$ cat src/rtl/bsg_mem_1rw_sync_stream_adapter.sv
// Valid/ready request front-end for a 1rw sync RAM; read data leaves on valid/yumi 1 cycle after accept (bypass).
// Backpressure: ready_and_o drops when buffered + in-flight reads reach 2, so a stalled consumer never loses data.
module bsg_mem_1rw_sync_stream_adapter #(
  parameter int width_p       = 8,
  parameter int els_p         = 16,
  parameter int addr_width_lp = (els_p > 1) ? $clog2(els_p) : 1
) (
  input  logic                     clk_i,
  input  logic                     reset_n_i,
  input  logic                     v_i,
  input  logic                     w_i,
  input  logic [addr_width_lp-1:0] addr_i,
  input  logic [width_p-1:0]       data_i,
  output logic                     ready_and_o,
  output logic                     v_o,
  output logic [width_p-1:0]       data_o,
  input  logic                     yumi_i,
  output logic                     mem_v_o,
  output logic                     mem_w_o,
  output logic [addr_width_lp-1:0] mem_addr_o,
  output logic [width_p-1:0]       mem_data_o,
  input  logic [width_p-1:0]       mem_data_i
);

  logic               inflight_r;
  logic               rd_ptr_r;
  logic               wr_ptr_r;
  logic [1:0]         count_r;
  logic [width_p-1:0] buf_r [2];

  logic [1:0] slots;
  logic       buf_empty;
  logic       deq;
  logic       pop_buf;
  logic       enq;

  assign slots       = count_r + {1'b0, inflight_r};
  assign ready_and_o = reset_n_i & (slots < 2'd2);
  assign buf_empty   = (count_r == 2'd0);

  assign mem_v_o    = v_i & ready_and_o;
  assign mem_w_o    = w_i;
  assign mem_addr_o = addr_i;
  assign mem_data_o = data_i;

  // RAM data goes straight out only when nothing older is waiting in the buffer.
  always_comb begin
    v_o    = 1'b0;
    data_o = buf_r[rd_ptr_r];
    if (reset_n_i) begin
      v_o = inflight_r | ~buf_empty;
      if (inflight_r && buf_empty)
        data_o = mem_data_i;
    end
  end

  assign deq     = v_o & yumi_i;
  assign pop_buf = deq & ~buf_empty;
  assign enq     = inflight_r & ~(buf_empty & yumi_i);

  always_ff @(posedge clk_i) begin
    if (!reset_n_i) begin
      inflight_r <= 1'b0;
      count_r    <= 2'd0;
      rd_ptr_r   <= 1'b0;
      wr_ptr_r   <= 1'b0;
    end else begin
      inflight_r <= mem_v_o & ~w_i;
      if (enq) begin
        buf_r[wr_ptr_r] <= mem_data_i;
        wr_ptr_r        <= ~wr_ptr_r;
      end
      if (pop_buf)
        rd_ptr_r <= ~rd_ptr_r;
      count_r <= count_r + {1'b0, enq} - {1'b0, pop_buf};
      assert (!(enq && count_r == 2'd2));
      assert (!(yumi_i && !v_o));
    end
  end

endmodule

$ cat config.mk
export PLATFORM = sky130hd
export DESIGN_NAME = bsg_mem_1rw_sync_stream_adapter
export DESIGN_NICKNAME = d
export VERILOG_FILES = /design/src/rtl/bsg_mem_1rw_sync_stream_adapter.sv
export SDC_FILE = /design/constraint.sdc
export NUM_CORES = 1
export LEC_CHECK = 0
export ABC_AREA = 1
export ABC_CLOCK_PERIOD_IN_PS = 1650
export BUFFER_PORTS_ARGS = -buffer_cell sky130_fd_sc_hd__buf_4
export CORE_MARGIN = 1.5
export CORE_UTILIZATION = 42
export DETAILED_ROUTE_END_ITERATION = 6
export PLACE_DENSITY = 0.76
export REMOVE_ABC_BUFFERS = 1
export SLEW_MARGIN = 20
export SYNTH_ARGS = -nofsm -noshare
export SYNTH_HDL_FRONTEND = slang
export SYNTH_SLANG_ARGS = --single-unit
$ cat constraint.sdc
create_clock -name clk_i -period 1.65 [get_ports clk_i]
set_input_delay 0.33 -clock clk_i [delete_from_list [all_inputs] [get_ports clk_i]]
set_output_delay 0.33 -clock clk_i [all_outputs]
set_load 0.01 [all_outputs]
==> results.yml, run 1 <==
outcome:
  status: "complete, but fails checks"
  violations: "negative setup slack"
sta:
  finalMaxSlewViolations: 0
  worst_pin_slew_ps: 334
  fin_crit_ps: 1680
  fmax_ghz: 0.597
  hold_viol_final: 0
  setup_viol: 6
  rsz0062_at_grt: "true"
  finalWorstSetupSlack_ps: -25.1
  slew_headroom_pct: 77.7
  fin_crit_sh_pct: 102
  finalClockSkew_ps: 7.52
  hold_ws_ps: 170
synth:
  synth-edff-count: 16
  synthCells: 124
  seq_area_frac_synth_pct: 51.2
  netlist.area_leader.share_pct: 40.9
  synthTopCellsByArea: "edfxtp_1, dfxtp_1, buf_4"
  yosysUniqueCellTypes: 22
  syn_avg_cell_area_um2: 9.46
  yosysWarnings: 0
  synth_largest_area_cell: "edfxtp_1"
  ys_ff_latch: 22
  synth_area_um2: 1170
  synthArstFlopShare_pct: 0
  yosys_most_used_dff: "edfxtp_1"
clocking:
  cts_tree: "done"
  cts_sinks: 22
  cts_root_buf: "clkbuf_4"
  cts_hold_buffers: 0
  cts-buffers-inserted: 3
  clk_latency_ps: 300
  cts_buffer_depth: 2
  htree_num_levels: 1
  clkTransAtPathRegs_ps: 120
critical_path:
  startpoint_type: "flop"
  critPathArrivalTime_ps: 1350
  endpoint_kind: "output pin"
  critPathKind: "reg2out"
  required_ps: 1320
  cp_max_fo: 8
finish:
  fillCellCount: 238
  syn2layout_area_growth_pct: 27.0
  nets: 173
  multi_input_area_um2: 445
  layout.cells.non_filler: 175
  regArea_um2: 609
  final_layout_size_suffix_gt1_share_pct: 47.6
  final_cell_area_um2: 1490
  antennaDiodeCount: 0
  layout_common_cells: "buf_4, inv_1, edfxtp_1"
  final_common_cell: "buf_4"
die:
  die_w_um: 55.9
  io_pins: 49
  core_um2: 2570
  rows: 18
  dieArea_um2: 3120
  dieHeight_um: 55.9
  initial_core_util_pct: 45.7
placement:
  io_buffers: 24
  post_dp_cell_area_um2: 1310
  placed_cells: 168
  dp.final_hpwl_mm: 1.46
  gp_congestion: 0.843
job:
  cap_violations: 0
power:
  total_leakage_power_nw: 0.664
  worst_ir_drop_vdd_v: 0.000503
  power.density_nw_per_um2: 818
  total_power_w: 0.00122
global_routing:
  antenna_found_initial: 0
  grt_pass1_vias: 827
  track_usage_pct: 14.6
  grt_max_degree: 17
  grt_remaining_overflow: 0
  grt_pass1_wl_mm: 3.55
detailed_routing:
  first_pass_iters: 3
  drt-total-wl_mm: 2.18
  route.detailed.drc: 0
  ant_nets: 0
  drt_iter0_markers: 21
  wl_per_cell_um: 12.4
  vias: 839
  viasPerCell: 4.79
min_path:
  hold_class: "in2reg"
-- worst max-delay path, cell delays in order (launching register included) --
cell	delay, ps
dfxtp_4	380
nor2_4	120
buf_6	150
nand2_8	100
nor2_2	110
a21oi_2	40
buf_4	140
-- routing by layer --
metal | share of wire (%) | vias up | track usage [%]
met3 | 8.0 | 0 | 5.81
met2 | 50 | 35 | 25.5
li1 | - | 428 | -
met4 | 0 | 0 | 4.08
met1 | 42 | 376 | 16.4
met5 | 0 | - | 0
-- cell type report --
cell class	count	area share, %
flip-flops and latches	22	40.9
multi-input cells	65	29.9
repair buffers	33	17.4
inverters	21	5.79
well taps	30	2.52
clock inverters	1	2.02
clock buffers	3	1.51
-- cells by family after synthesis --
family          synth area share (%)
compound gates                  10.2
buf+inv                         18.8
simple gates                    17.7
flops                           51.2
fa+ha+maj                       2.13
-- worst paths after layout --
path              start         end  slack (ps)  cells past startpoint
max          count_r[1]   data_o[1]         -30                      6
min reg2reg    wr_ptr_r    wr_ptr_r         480                      2
min                 w_i  inflight_r         170                      2
max reg2reg  count_r[0]  count_r[1]          40                     10
-- what timing repair did --
action / CTS / global route
pin swaps: 2 / 5
setup buffers: 1 / 1
cloned: 1 / 0
endpoints found under the setup margin: 10 / 10
gates resized for setup: 19 / 12
-- through the flow --
step / utilization, % / setup TNS (ps) / setup slack [ps]
floorplan: - / 0 / 20.2
global placement: 50.8 / 0 / 12.5
detailed placement: 50.8 / -78.5 / -78.5
CTS: 55.9 / -47.7 / -14.3
global route: 58.0 / -565 / -74.9
finish: 58.0 / -71.1 / -25.1
-- state kept, by name, summed over array words and instances (netlist names), named ones only --
register,count
count_r,2
wr_ptr_r,1
buf_r,16
inflight_r,1
rd_ptr_r,1
-- power breakdown --
group | internal, W | leakage (nW) | switching [W]
combinational | 0.0000983 | 0.441 | 0.000106
sequential | 0.000603 | 0.195 | 0.00000844
clock | 0.000245 | 0.0279 | 0.000158
-- synthesized netlist by cell type, types with 2 or more instances --
master,n
nand3_1,6
nand2_1,11
inv_1,20
a21oi_2,8
a21oi_1,9
ha_1,2
edfxtp_1,16
nand2_4,2
nor3_1,2
buf_4,13
dfxtp_1,6
nor2_2,2
nor2_1,18
No activity file was read; power rests on OpenSTA's default activity.
==> inputs of run 2 (changes only) <==
==> constraint.sdc (replaced) <==
create_clock -name clk_i -period 1.65 [get_ports clk_i]
set_input_delay 0.165 -clock clk_i [delete_from_list [all_inputs] [get_ports clk_i]]
set_output_delay 0.165 -clock clk_i [all_outputs]
set_load 0.01 [all_outputs]
==> results.yml, run 2 (synthesis gave the netlist of run 1 again) <==
finish:
  layout_common_cells: "buf_4, inv_1, nor2_1"
  largest-register: "buf_r"
  final_common_cell: "buf_4"
  largest_reg_flops: 16
  layout.cells.non_filler: 171
  fillCellCount: 236
  antennaDiodeCount: 0
  syn2layout_area_growth_pct: 18.8
  finish.utilization_pct: 54.3
  final_cell_area_um2: 1390
  nets: 169
  reg.largest.list: "buf_r x16, count_r x2"
  final_layout_size_suffix_gt1_share_pct: 41.8
global_routing:
  grt_max_degree: 17
  grt_pass1_vias: 772
  antenna_found_initial: 0
  track_usage_pct: 13.6
  grt_pass1_wl_mm: 3.35
  grt_remaining_overflow: 0
clocking:
  htree_num_levels: 1
  cts_root_buf: "clkbuf_4"
  cts_buffer_depth: 2
  clk_latency_ps: 300
  post_cts_buffers: 0
  cts-buffers-inserted: 3
  clkTransAtPathRegs_ps: 120
  cts_sinks: 22
  cts_tree: "done"
critical_path:
  startpoint_type: "flop"
  required_ps: 1860
  r2r-end: "count_r[1]"
  worst-path-stages: 10
  rr_startpoint: "count_r[1]"
  critPathMaxStageDelay_ps: 380
  crit_path_end: "count_r[1]"
  worstRegToRegCells: 10
  cp_max_fo: 3
  crit_family: "adder cells"
  crit_buf_inv: 3
  slowest_stage: "dfxtp_4"
  crit_chain: "inv_2 -> nand2_2 -> nand3_2 -> inv_1 -> ha_1 -> inv_1 -> ha_2 -> or2_4 -> a21oi_2 -> nor2_1"
  rrSetupSlack_ps: 50
  worstSetupStartpoint: "count_r[1]"
  critPathArrivalTime_ps: 1810
  endpoint_kind: "flop"
  path_common_cell: "inv_1"
  critPathKind: "reg2reg"
die:
  core_um2: 2570
  io_pins: 49
  dieHeight_um: 55.9
  rows: 18
  initial_core_util_pct: 45.7
  dieArea_um2: 3120
  die_w_um: 55.9
detailed_routing:
  first_pass_iters: 4
  vias: 845
  route.detailed.drc: 0
  viasPerCell: 4.94
  drt_iter0_markers: 23
  drt-total-wl_mm: 2.09
  wl_per_cell_um: 12.2
  ant_nets: 0
sta:
  fmax_ghz: 0.626
  fin_crit_sh_pct: 96.8
  slew_headroom_pct: 77.9
  finalClockSkew_ps: 7.57
  finalMaxSlewViolations: 0
  fin_crit_ps: 1600
  worst_pin_slew_ps: 331
  setup_viol: 0
  hold_viol_final: 0
power:
  worst_ir_drop_vdd_v: 0.000481
  power.density_nw_per_um2: 854
  total_leakage_power_nw: 0.635
placement:
  placed_cells: 166
  io_buffers: 24
  gp_congestion: 0.857
  post_dp_cell_area_um2: 1290
  dp.final_hpwl_mm: 1.52
outcome:
  status: "complete, no violations"
job:
  cap_violations: 0
min_path:
  hold_class: "in2reg"
-- run 2: cell count changes in the layout (fill, tap and decap cells not counted), moves of 2 or more --
cell	previous run	this run
nor2_4	6	1
nor2_2	4	2
buf_6	3	0
nor2_1	11	18
-- run 2: final cells by class --
type	instances	area, um2	area share, %
flip-flops and latches	22	609	43.7
multi-input cells	64	385	27.6
repair buffers	30	228	16.3
inverters	21	81.3	5.83
well taps	30	37.5	2.69
clock inverters	1	30.0	2.15
clock buffers	3	22.5	1.62
-- run 2: worst min path at each step --
stage	from	endpoint	slack [ps]	depth (start not counted)
detailed placement	addr_i[0]	mem_addr_o[0]	330	0
floorplan	w_i	inflight_r	240	1
global placement	addr_i[0]	mem_addr_o[0]	330	0
CTS	w_i	inflight_r	3	2
global route	mem_data_i[2]	buf_r[1][2]	20	1
finish	mem_data_i[2]	buf_r[1][2]	40	1
-- run 2: power by group --
group,total (W),leakage [nW],internal (W),switching [W]
clock,0.000405,0.0279,0.000246,0.000160
sequential,0.000615,0.195,0.000603,0.0000123
combinational,0.000170,0.412,0.0000835,0.0000864
total,0.00119,0.635,0.000932,0.000258
-- run 2: per-stage QoR --
step / hold slack (ps) / total power, W / TNS, ps / worst slack (ps)
floorplan: 242 / 0.000700 / 0 / 20.2
global route: 19.3 / 0.00125 / -1.05 / -1.05
detailed placement: 330 / 0.000783 / -27.1 / -27.1
CTS: 2.98 / 0.00119 / 0 / 1.71
global placement: 330 / 0.000777 / 0 / 32.3
finish: 44.4 / 0.00119 / 0 / 53.2
-- run 2: routing by layer --
layer	GRT usage, %	routed length [um]
met3	6.28	200
met1	15.6	882
met2	22.3	990
met4	5.10	18
met5	0	0
-- run 2: repair_timing --
action                     CTS  global route
hold buffers                 0             1
hold endpoints to repair     0             1
pin swaps                    0             2
setup endpoints to repair    1             9
gates resized for setup      4            11
==> inputs of run 3 (changes only) <==
--- a/config.mk
+++ b/config.mk
@@ -8,10 +8,12 @@
 export ABC_AREA = 1
 export ABC_CLOCK_PERIOD_IN_PS = 1650
 export BUFFER_PORTS_ARGS = -buffer_cell sky130_fd_sc_hd__buf_4
+export CELL_PAD_IN_SITES_DETAIL_PLACEMENT = 1
+export CELL_PAD_IN_SITES_GLOBAL_PLACEMENT = 1
 export CORE_MARGIN = 1.5
-export CORE_UTILIZATION = 42
+export CORE_UTILIZATION = 31
 export DETAILED_ROUTE_END_ITERATION = 6
-export PLACE_DENSITY = 0.76
+export PLACE_DENSITY = 0.86
 export REMOVE_ABC_BUFFERS = 1
 export SLEW_MARGIN = 20
 export SYNTH_ARGS = -nofsm -noshare
==> constraint.sdc (replaced) <==
create_clock -name clk_i -period 1.65 [get_ports clk_i]
set_input_delay 0.2475 -clock clk_i [delete_from_list [all_inputs] [get_ports clk_i]]
set_output_delay 0.2475 -clock clk_i [all_outputs]
set_load 0.01 [all_outputs]
==> results.yml, run 3 (synthesis gave the netlist of run 1 again) <==
sta:
  hold_viol_final: 0
  finalWorstSetupSlack_ps: 39.5
  slew_headroom_pct: 77.2
  worst_pin_slew_ps: 341
  rsz0062_at_grt: "true"
  fin_crit_sh_pct: 97.6
  fin_crit_ps: 1610
  tns_ps: 0
  fmax_ghz: 0.621
  finalMaxSlewViolations: 0
  finalClockSkew_ps: 1.00
  setup_viol: 0
global_routing:
  grt_pass1_vias: 986
  track_usage_pct: 12.9
  grt_remaining_overflow: 0
  antenna_found_initial: 0
  grt_pass1_wl_mm: 4.15
  grt_max_degree: 17
power:
  swShare_pct: 21.2
  total_leakage_power_nw: 0.657
  p_seq_share_pct: 47.4
  worst_ir_drop_vdd_v: 0.000421
  p_int_w: 0.00102
  clkPwrFrac_pct: 38.0
  power_switching_w: 0.000274
  p_comb_share_pct: 14.6
  power.density_nw_per_um2: 877
die:
  initial_core_util_pct: 32.1
  core_um2: 3660
  rows: 22
  io_pins: 49
  dieArea_um2: 4160
  dieHeight_um: 64.5
  die_w_um: 64.5
critical_path:
  required_ps: 1840
  cp_max_fo: 3
  crit_family: "simple AND/OR/NAND/NOR gates"
  crit_buf_inv: 3
  endpoint_kind: "flop"
  critPathArrivalTime_ps: 1800
  slowest_stage: "dfxtp_4"
  rr_startpoint: "count_r[1]"
  path_common_cell: "nand3_2"
  startpoint_type: "flop"
  worstSetupStartpoint: "count_r[1]"
  critPathKind: "reg2reg"
  crit_chain: "inv_4 -> nand2_2 -> nand3_2 -> inv_1 -> ha_4 -> inv_2 -> ha_2 -> or2_4 -> nand3_2 -> nand2_1 -> nor2_1"
  critPathMaxStageDelay_ps: 370
outcome:
  status: "complete, no violations"
detailed_routing:
  drt-total-wl_mm: 2.63
  wl_met1_um: 941
  route.detailed.drc: 0
  viasPerCell: 4.67
  first_pass_iters: 3
  wl_per_cell_um: 13.7
  ant_nets: 0
  vias: 896
  routed-wl-met2_mm: 1.51
  drt_iter0_markers: 14
  topRoutingLayerUsed: "met4"
  wl_met3_um: 171
placement:
  dp.final_hpwl_mm: 1.94
  place_ws_ps: -121
  gp_congestion: 0.861
  post_dp_cell_area_um2: 1330
  io_buffers: 24
clocking:
  cts_buffer_depth: 2
  cts_hold_buffers: 0
  cts_tree: "done"
  htree_num_levels: 1
  cts_root_buf: "clkbuf_8"
  cts-buffers-inserted: 3
  clk_latency_ps: 250
  cts_sinks: 22
  clkTransAtPathRegs_ps: 80
finish:
  final_cell_area_um2: 1470
  antennaDiodeCount: 0
  layout_common_cells: "buf_4, inv_1, nor2_1"
  fillCellCount: 439
  final_common_cell: "buf_4"
  syn2layout_area_growth_pct: 25.6
  final_layout_size_suffix_gt1_share_pct: 45.8
  largest-register: "buf_r"
  finish.utilization_pct: 40.3
  nets: 172
  largest_reg_flops: 16
  reg.largest.list: "buf_r x16, count_r x2"
min_path:
  min_from: "w_i"
  hold_class: "in2reg"
job:
  cap_violations: 0
run 3: cell type report:
class                   instances  area (um2)  share of cell area, %
clock buffers                   3        41.3                   2.80
multi-input cells              64         403                   27.3
clock inverters                 1        30.0                   2.04
inverters                      21        83.8                   5.69
well taps                      48        60.1                   4.07
flip-flops and latches         22         608                   41.3
repair buffers                 33         248                   16.8
run 3: through the flow:
stage / power, W / std cells / hold WS [ps]
floorplan: 0.000700 / 107 / 324
global placement: 0.000783 / 186 / 420
detailed placement: 0.000793 / 186 / 429
finish: 0.00129 / 192 / 157
global route: 0.00135 / 192 / 158
CTS: 0.00129 / 190 / 151
run 3: final timing paths:
path	to	slack, ps	cells after the start
setup / recovery	count_r[1]	40	11
setup reg to reg	count_r[1]	40	11
hold reg to reg	wr_ptr_r	480	2
hold / removal	inflight_r	160	2
run 3: layer usage:
| layer | vias to the layer above | GRT usage, % |
|---|---|---|
| li1 | 423 | - |
| met2 | 35 | 26.3 |
| met5 | - | 0 |
| met4 | 0 | 3.19 |
| met1 | 436 | 12.0 |
| met3 | 2 | 4.51 |
run 3: power groups by stage:
| stage | sequential [W] | clock (W) | combinational, W |
|---|---|---|---|
| 4_1_cts | 0.000611 | 0.000506 | 0.000175 |
| 3_3_place_gp | 0.000623 | 0 | 0.000160 |
| 2_1_floorplan | 0.000627 | 0 | 0.0000731 |
| 3_5_place_dp | 0.000625 | 0 | 0.000169 |
| 5_1_grt | 0.000614 | 0.000527 | 0.000207 |
| 6_report | 0.000612 | 0.000491 | 0.000189 |
run 3: timing repair:
item / 4_1_cts / 5_1_grt
cloned: 0 / 0
endpoints found under the setup margin: 9 / 9
gates resized for setup: 11 / 8
pin swaps: 0 / 3
buffers inserted: 0 / 2
